[config.mk]
export PLATFORM = sky130hd
export DESIGN_NAME = interval_countdown
export DESIGN_NICKNAME = d
export VERILOG_FILES = /design/src/rtl/alarm_pkg.sv /design/src/rtl/interval_countdown_sec_tick_gen.sv /design/src/rtl/interval_countdown.sv
export SDC_FILE = /design/constraint.sdc
export NUM_CORES = 1
export LEC_CHECK = 0
export BUFFER_PORTS_ARGS = -buffer_cell sky130_fd_sc_hd__buf_2
export CAP_MARGIN = 0
export CORE_AREA = 2 2 39 41
export CTS_CLUSTER_SIZE = 24
export DETAILED_ROUTE_END_ITERATION = 6
export DIE_AREA = 0 0 41 43
export PLACE_DENSITY = 0.61
export SYNTH_ARGS = -nofsm -noshare
export SYNTH_HDL_FRONTEND = slang
export SYNTH_HIERARCHICAL = 1
export SYNTH_SLANG_ARGS = --single-unit
[constraint.sdc]
create_clock -name clock -period 1.9 [get_ports clock]
set_clock_uncertainty 0.1 [all_clocks]
set_input_delay 0.285 -clock clock [delete_from_list [all_inputs] [get_ports clock]]
set_output_delay 0.285 -clock clock [all_outputs]
set_load 0.02 [all_outputs]
[src/rtl/alarm_pkg.sv]
// Shared alarm types: countdown state encoding, default widths
// and the interval-select codes used by the FSM and parameter store.
package alarm_pkg;

  localparam int VALUE_W_DEF = 4;

  typedef enum logic [1:0] {
    IDLE    = 2'd0,
    RUNNING = 2'd1,
    DONE    = 2'd2
  } state_t;

  typedef enum logic [1:0] {
    SEL_ALARM    = 2'd0,
    SEL_SNOOZE   = 2'd1,
    SEL_PREALERT = 2'd2,
    SEL_TIMEOUT  = 2'd3
  } interval_sel_t;

endpackage

[src/rtl/interval_countdown_sec_tick_gen.sv]
// Seconds divider: counts clock cycles while enabled and flags
// the last cycle of each second.
module sec_tick_gen #(
  parameter int CYCLES_PER_SEC = 4
) (
  input  logic clock,
  input  logic reset,
  input  logic clear,
  input  logic enable,
  output logic tick
);

  localparam int DW = (CYCLES_PER_SEC > 2) ?
                      $clog2(CYCLES_PER_SEC) : 1;
  localparam logic [DW-1:0] LAST = DW'(CYCLES_PER_SEC - 1);

  logic [DW-1:0] cnt;

  assign tick = enable && (cnt == LAST);

  // Divider rests at zero whenever the countdown is not running
  always_ff @(posedge clock) begin
    if (reset)
      cnt <= '0;
    else if (clear || !enable || tick)
      cnt <= '0;
    else
      cnt <= cnt + DW'(1);
  end

endmodule

[src/rtl/interval_countdown.sv]
// Interval countdown timer: loads a seconds value on start_timer,
// counts it down on divider ticks and pulses expired when done.
module interval_countdown
  import alarm_pkg::*;
#(
  parameter int CYCLES_PER_SEC = 4,
  parameter int VALUE_W        = VALUE_W_DEF
) (
  input  logic               clock,
  input  logic               reset,
  input  logic               start_timer,
  input  logic [VALUE_W-1:0] value,
  output logic               expired,
  output logic               running,
  output logic [VALUE_W-1:0] remaining,
  output logic               sec_tick
);

  state_t             state;
  state_t             state_n;
  logic [VALUE_W-1:0] rem_n;
  logic               tick;

  sec_tick_gen #(
    .CYCLES_PER_SEC(CYCLES_PER_SEC)
  ) u_div (
    .clock (clock),
    .reset (reset),
    .clear (start_timer),
    .enable(state == RUNNING),
    .tick  (tick)
  );

  always_comb begin
    state_n = state;
    rem_n   = remaining;
    unique case (state)
      IDLE: begin
        rem_n = remaining;
      end
      RUNNING: begin
        if (tick) begin
          if (remaining > VALUE_W'(1)) begin
            rem_n = remaining - VALUE_W'(1);
          end else begin
            rem_n   = '0;
            state_n = DONE;
          end
        end
      end
      DONE: begin
        rem_n   = '0;
        state_n = IDLE;
      end
      default: begin
        rem_n   = '0;
        state_n = IDLE;
      end
    endcase
    // A load beats any expiry landing in the same cycle
    if (start_timer) begin
      rem_n   = value;
      state_n = (value == '0) ? DONE : RUNNING;
    end
  end

  always_ff @(posedge clock) begin
    if (reset) begin
      state     <= IDLE;
      remaining <= '0;
      expired   <= 1'b0;
      running   <= 1'b0;
      sec_tick  <= 1'b0;
    end else begin
      state     <= state_n;
      remaining <= rem_n;
      expired   <= (state_n == DONE);
      running   <= (state_n == RUNNING);
      sec_tick  <= tick;
    end
  end

endmodule

==> results.md, run 1 <==
- The most common cell in the synthesized netlist is dfxtp_1.
- The clock latency of the later-clocked register in the worst-skew pair is 270 ps.
- The async set-or-reset flop fraction in the synthesized netlist is 0%.
- The setup slack of the most critical reg-to-reg path is 280 ps.
- The number of warning messages in the yosys log is 6.
- The path with the worst hold slack has its endpoint at remaining[2].
- The final setup violation count is 0.
- The final period demand of the worst path is 1620 ps.
- The total inserted antenna cells is 0.
- Of the synthesized area, sequential elements account for 39.6%.
- The data required time of the critical path is 1990 ps.
- In this run, CTS created clock tree buffers numbering 3.
- The worst path uses 85.1% of the clock period.
- The synthesized net count is 69.
- Entering global routing, the biggest net connects 11 pins.
- CTS built an H-tree with a depth of 1.
- The post-route netlist has 27.4% of its cells at a drive strength greater than 1.
- Along the worst path, the maximum fanout reaches 6.
- The worst hold path was traced through 3 stages.
- For this design the static power due to leakage is 0.282 nW.
- The die footprint is 0.00176 mm2.
- The first-pass iteration count of the detailed router is 4.
- The max-slew violation total from the final report is 0.
- The first-pass GRT wire length is 1.68 mm.
- Headroom to the max-slew limit came out at 75.6%.
- The most common flop cell mapped by yosys is dfxtp_1.
- The startpoint of the lowest-slack register-to-register path is remaining[0].
- From synthesis to final layout, the design area changed by 16.7%.
- The area of all placed cells without fillers is 648 um2.
- The detailed router finished its first iteration with 7 violations.
- The total congestion overflow after global routing is 0.
- Setup repair after global routing left no endpoint under its margin.
- The path class of the lowest-slack min-delay path is input pin to register.
- The run finished with clean final reports.
- The number of buffer cells added on primary ports is 13.
- Routability-driven placement finished with a final weighted congestion of 0.711.
- The synthesized design devotes to its leading area cell type 39.6% of total area.
- The via total after detailed routing is 470.
- On the worst path, the slowest cell contributes a delay of 420 ps.
- Counting distinct cell types in the post-synthesis netlist gives 27.
- The number of nets in the layout is 84.
- VDD sags by at most 390 uV.
- Summed over all nets, the half-perimeter wirelength after detailed placement is 859 um.
- For the final routed database, the setup TNS stands at 0 ps.
- Synthesis produced a netlist whose cell count is 59.
- The power per cell area is 762 mW/mm2.
- Global routing consumed, over all layers together, 15.1% of the routing resources.
- Timing would allow up to 619 MHz.
- Yosys mapped a number of flops with a built-in enable equal to 0.
- In the routed design, unresolved DRC markers number 0.
- The detail-routed net length per standard cell is 12.4 um.
- The routed design has 1.11 mm of wire.
- Each instance of the synthesized netlist takes up on average 9.42 um2.
- The element type at the critical path end is a register.
- The number of synthesized register bits is 11.
- The number of global-route vias before repair is 417.
- The number of antenna violations at the first check in global routing is 0.
- In this run the core area contains 14 standard-cell rows.
- The total placed cells including tap cells is 85.
- The post-cts resize count is 0.
- The end of the worst register-to-register path is remaining[2].
- On the critical path, the stage with the largest delay is an instance of dfxtp_1.
- The tightest hold margin is 183 ps.
- The root cell of the clock tree is clkbuf_4.
- The number of hold-slack violations in the final timing report was 0.
- The maximum buffer depth of the clock tree is 2.
- The synthesized netlist occupies a cell area of 556 um2.
- Max-cap violations in this run came to 0.
- Leaving out filler cells and counting taps, the final layout contains 89.
- After synthesis, the cell types taking the most area are dfxtp_1 40%, ha_1 6.8%, a311oi_1 4.7%, nor2_1 4.1%, o211ai_1 4.1%.
- The count of buffer and inverter cells on the critical path is 1.
- The startpoint kind of the worst setup timing path is a register.
- The number of cells on the worst reg-to-reg path is 5.
- The height of the die is 43 um.
- In this run the count of I/O pins placed on the die edge is 14.
- TritonCTS built the clock tree.
- The detail route stage leaves a number of antenna-violating nets equal to 0.
- The post-detailed-placement cell area is 621 um2.
- The clock sink count is 11.
- After clock tree synthesis, the clock-pin slew on the worst setup and hold paths is 70 ps.
- The number of setup buffers added after CTS is 0.
- The number of buffers added to fix hold violations after cts is 0.
- The total chip power is 0.494 mW.
- For the worst setup path, the data arrival time is 1710 ps.
- The die span in x is 41 um.
- The largest total area in the synthesized netlist belongs to dfxtp_1.
- The worst hold path begins at value[2].
- The worst setup path is of the register to register kind.
- The total area inside the core boundary comes to 0.00138 mm2.
- Walking the worst path, the cells encountered are inv_1 > ha_1 > nor2_1 > o211ai_1 > a311oi_1.
- The initial core utilization is 40.1%.
- For the pin with the worst max-slew slack, the measured transition is 363 ps.
- The per-cell via count in the routed design is 5.28.
- By count the netlist is led by 11 x dfxtp_1, 6 x nor2_1, 5 x nand2_1.
- The kind of cell adding the most delay to the critical path is flip-flops.
cell families after synthesis:
group	Yosys count	synth area share, %
adders and majority gates	3	6.76
AOI/OAI and AO/OA	16	22.1
and+or+nand+nor	21	23.7
DFF	11	39.6
buffers and inverters	7	6.30
xor gates and xnor gates	1	1.58
layer usage:
metal / vias up / track usage, % / wire length [um]
met5: - / 0 / 0
met4: 0 / 6.00 / 0
met3: 0 / 9.42 / 74
met2: 13 / 23.8 / 569
met1: 211 / 15.1 / 464
li1: 246 / - / -
placed cells by master, fill, tap and decap left out, drive strengths merged, types with 2 or more instances in the layout:
| cell | count |
|---|---|
| dfxtp | 11 |
| ha | 3 |
| a21oi | 4 |
| nor2 | 6 |
| a311oi | 3 |
| buf | 13 |
| clkbuf | 3 |
| nor4 | 2 |
| nand2 | 5 |
| o211ai | 3 |
| inv | 4 |
final cells by class:
class | instances | area (um2)
repair buffers | 13 | 65.1
multi-input cells | 41 | 300
clock inverters | 1 | 5.00
clock buffers | 3 | 22.5
well taps | 16 | 20.0
flip-flops and latches | 11 | 220
inverters | 4 | 15.0
fillers | 148 | 736
state kept, by name, summed over array words and instances, names as in the netlist:
| register | flops |
|---|---|
| sec_tick | 1 |
| u_div/cnt | 2 |
| expired | 1 |
| remaining | 4 |
| running | 1 |
| state | 2 |
report_power, final:
group	leakage [nW]	internal, mW	switching, mW	total (mW)
combinational	0.174	0.0327	0.0498	0.0825
clock	0.0177	0.0780	0.0824	0.160
sequential	0.0902	0.241	0.0101	0.251
total	0.282	0.351	0.142	0.494
worst reg2reg max path: stages (launching register included):
cell and delay, ps:
dfxtp_1 420, inv_1 80, ha_1 220, nor2_1 320, o211ai_1 140, a311oi_1 250
worst max path at each step:
stage	from	endpoint	slack [ps]	cells past startpoint
global route	remaining[0]	remaining[2]	120	5
detailed placement	remaining[0]	remaining[2]	310	5
global placement	remaining[0]	remaining[2]	350	5
finish	remaining[0]	remaining[2]	280	5
CTS	remaining[0]	remaining[2]	280	5
floorplan	remaining[0]	remaining[0]	290	5
metrics by stage:
step	worst slack (ps)	utilization, %
after floorplan	292	-
after global placement	347	44.8
after detailed placement	305	44.8
after CTS	281	46.8
after global routing	122	46.8
final	284	46.8
Note: power is estimated with default switching activity, not from simulation.
==> inputs of run 2 (changes only) <==
--- a/config.mk
+++ b/config.mk
@@ -11,7 +11,8 @@
 export CTS_CLUSTER_SIZE = 24
 export DETAILED_ROUTE_END_ITERATION = 6
 export DIE_AREA = 0 0 41 43
-export PLACE_DENSITY = 0.61
+export PLACE_DENSITY = 0.64
+export RECOVER_POWER = 25
 export SYNTH_ARGS = -nofsm -noshare
 export SYNTH_HDL_FRONTEND = slang
 export SYNTH_HIERARCHICAL = 1
==> constraint.sdc (replaced) <==
create_clock -name clock -period 1.4 [get_ports clock]
set_clock_uncertainty 0.1 [all_clocks]
set_input_delay 0.21 -clock clock [delete_from_list [all_inputs] [get_ports clock]]
set_output_delay 0.21 -clock clock [all_outputs]
set_load 0.02 [all_outputs]
==> run 2 against run 1 <==
  * The run now ends with setup timing left
  * Register-to-register slack lost 290 ps
  * Clock power grew 33%
  * Clock-buffer cell count grew 1
  * Power grew 46%
  * Global-route usage grew 3.0 points
  * Critical path depth is the same
  * Final cell count grew 13%
  * Fmax grew 15%
  * Design area grew 25%
  * First-iteration DRC count shrank 57%
  * Die area is the same
  * Sequential cell count is the same
  * Critical path type unchanged
  * Largest cell class unchanged
  * Highest routed layer is now met4
==> results.md, run 2 (synthesis gave the netlist of run 1 again) <==
- Run status: finished, violations left (was complete, no violations).
- The checks that failed: setup timing.
- The achievable frequency is 712 MHz (was 619 MHz).
- The maximum fanout encountered on the critical timing path is 8 (was 6).
- The pin count of the biggest net entering global routing was 11 (unchanged).
- The number of H-tree branching levels is 1 (unchanged).
- Commonest non-fill, non-tap cells in the layout: 12 x buf_4, 11 x buf_2, 6 x dfxtp_2 (was 13 x buf_2, 11 x dfxtp_1, 6 x nor2_1).
- The clock sink count is 11 (unchanged).
- The max-slew violation total from the final report is 0 (unchanged).
- The die footprint is 0.00176 mm2 (unchanged).
- The delay of the slowest cell on the worst path came to 370 ps (was 420 ps).
- The data arrival time at the worst-slack endpoint is 1460 ps (was 1710 ps).
- The clock share of power was 29.5% (was 32.5%).
- The element type at the critical path end is a register (unchanged).
- The standby leakage power is 0.342 nW (was 0.282 nW).
- The total chip power was 0.720 mW (was 0.494 mW).
- The maximum buffer depth of the clock tree was 2 (unchanged).
- The die span in x came to 41 um (unchanged).
- The total placed cells including tap cells is 95 (was 85).
- The area added between synthesis and finish is 45.5% (was 16.7%).
- The per-cell via count in the routed design came to 5.24 (was 5.28).
- Critical Path, Cell by Cell: ha_4 > and2_4 > a211o_4 > o21bai_1 > a31oi_1 (was inv_1 > ha_1 > nor2_1 > o211ai_1 > a311oi_1).
- The placeable core area is 0.00138 mm2 (unchanged).
- The post-route non-filler standard cell count is 101 (was 89).
- The global router's overall resource usage is 18.1% (was 15.1%).
- RSZ-0062 raised after global routing: true (was false).
- The number of core rows was 14 (unchanged).
- The HPWL reported at the end of detailed placement is 898 um (was 859 um).
- The total inserted antenna cells came to 0 (unchanged).
- The final setup violation count was 2 (was 0).
- Biggest registers after layout: remaining (4), state (2), u_div/cnt (2) (unchanged).
- The number of placed I/O pins is 14 (unchanged).
- The setup slack of the most critical reg-to-reg path came to -4 ps (was 280 ps).
- The most common cell after layout, fill and taps aside is buf_4 (was buf_2).
- The data required time of the critical path is 1450 ps (was 1990 ps).
- The combinational power share was 23.8% (was 16.7%).
- The number of clock buffers inserted by TritonCTS is 3 (unchanged).
- The number of DRC markers in iteration 0 is 3 (was 7).
- The switching share of total power is 28.2% (was 28.8%).
- The number of antenna violations at the first check in global routing is 0 (unchanged).
- The clock latency of the later-clocked register in the worst-skew pair is 270 ps (about the same).
- The critical path class is register to register (unchanged).
- The number of buffer cells added on primary ports is 13 (unchanged).
- The cell internal power dissipation is 0.517 mW (was 0.351 mW).
- The number of hold-slack violations in the final timing report is 0 (unchanged).
- The height of the die is 43 um (unchanged).
- The kind of cell adding the most delay to the critical path was compound AO/OA/AOI/OAI gates (was flip-flops).
- The share of total power in sequential cells is 46.7% (was 50.8%).
- The via total after detailed routing is 529 (was 470).
- The net load switching power is 0.203 mW (was 0.142 mW).
- The max-capacitance violation count is 0 (unchanged).
- The total of fill cells in the finished design is 127 (was 148).
- The proportion of layout cells with a drive suffix above 1 is 51.8% (was 27.4%).
- The register bank with the most flops is remaining (unchanged).
- The count of buffer and inverter cells on the critical path came to 0 (was 1).
- The power per cell area was 891 mW/mm2 (was 762 mW/mm2).
- The root cell of the clock tree was clkbuf_4 (unchanged).
- The smallest setup slack after layout is -3.54 ps (was 284 ps).
- The part of the cycle the worst path needs was 100% (was 85.1%).
- The first-pass GRT wire length is 2.13 mm (was 1.68 mm).
- The initial core utilization is 40.1% (unchanged).
- The number of global-route vias before repair is 531 (was 417).
- The final period demand of the worst path was 1400 ps (was 1620 ps).
- The flip-flop count of the largest register, all copies and words added is 4 (unchanged).
- The detail-routed net length per standard cell is 12.8 um (was 12.4 um).
- The highest-delay cell along the critical path is a211o_4 (was dfxtp_1).
- The clock edge transition at the registers on the reported setup and hold paths is 70 ps (about the same).
- The total length of routed wires is 1.29 mm (was 1.11 mm).
- The global placement routability congestion came to 0.717 (was 0.711).
- The total congestion overflow after global routing is 0 (unchanged).
- The worst max-slew margin expressed relative to the limit was 77.7% (was 75.6%).
- The count of nets left with antenna violations after detail routing came to 0 (unchanged).
- The number of nets in the layout is 96 (was 84).
- The clock tree from TritonCTS is built (unchanged).
- The first-pass iteration count of the detailed router is 3 (was 4).
- The path class of the lowest-slack min-delay path is input pin to register (unchanged).
- The number of remaining DRC errors was 0 (unchanged).
- The worst IR drop on VDD came to 490 uV (was 390 uV).
- The startpoint kind of the worst setup timing path is a register (unchanged).
- The transition time at the pin with the least slew margin came to 332 ps (was 363 ps).
==> run 2: routing by layer <==
metal | wire, um | GRT usage [%] | vias up
met5 | 0 | 0 | -
met4 | 26 | 10.0 | 0
met3 | 46 | 4.71 | 3
met2 | 700 | 29.7 | 10
met1 | 519 | 19.7 | 250
li1 | - | - | 266
==> run 2: final timing paths <==
path | depth (start not counted) | startpoint | end
worst min register to register | 1 | u_div/cnt[0] | u_div/cnt[0]
worst min-delay path | 3 | value[3] | remaining[3]
worst max register to register | 5 | u_div/cnt[0] | remaining[3]
worst max-delay path | 5 | u_div/cnt[0] | remaining[3]
==> run 2: per-stage QoR <==
step | TNS [ps] | hold slack, ps | instance area, um2 | utilization, % | setup slack [ps]
3_5_place_dp | -184 | 390 | 706 | 51.0 | -59.7
4_1_cts | -81.7 | 104 | 785 | 56.7 | -60.9
2_1_floorplan | 0 | 261 | 566 | - | 3.69
5_1_grt | -181 | 117 | 808 | 58.4 | -51.2
3_3_place_gp | -65.5 | 392 | 706 | 51.0 | -33.0
6_report | -4.01 | 109 | 808 | 58.4 | -3.54
==> run 2: layout make-up <==
class | instances | area [um2] | share of cell area (%)
Multi-Input combinational cell | 41 | 367 | 45.4
Tap cell | 16 | 20.0 | 2.48
Inverter | 4 | 15.0 | 1.86
Timing Repair Buffer | 25 | 153 | 18.9
Clock buffer | 4 | 26.3 | 3.25
Sequential cell | 11 | 228 | 28.2
==> run 2: repair_timing <==
| item | CTS | global route |
|---|---|---|
| resized for setup | 12 | 5 |
| hold buffers | 0 | 0 |
| endpoints found under the setup margin | 6 | 6 |
| endpoints found under the hold margin | 0 | 0 |
| pin swaps | 4 | 3 |
| setup buffers | 1 | 1 |
==> run 2: power by group through the flow <==
stage | Clock (mW) | Sequential [mW] | Combinational [mW]
2_1_floorplan | 0 | 0.359 | 0.0768
3_3_place_gp | 0 | 0.342 | 0.149
3_5_place_dp | 0 | 0.342 | 0.151
4_1_cts | 0.219 | 0.336 | 0.163
5_1_grt | 0.241 | 0.338 | 0.189
6_report | 0.213 | 0.336 | 0.172
==> run 2: worst min-delay path: stages <==
cell     delay (ps)
buf_2           110
nand2_1          50
a31oi_1          70
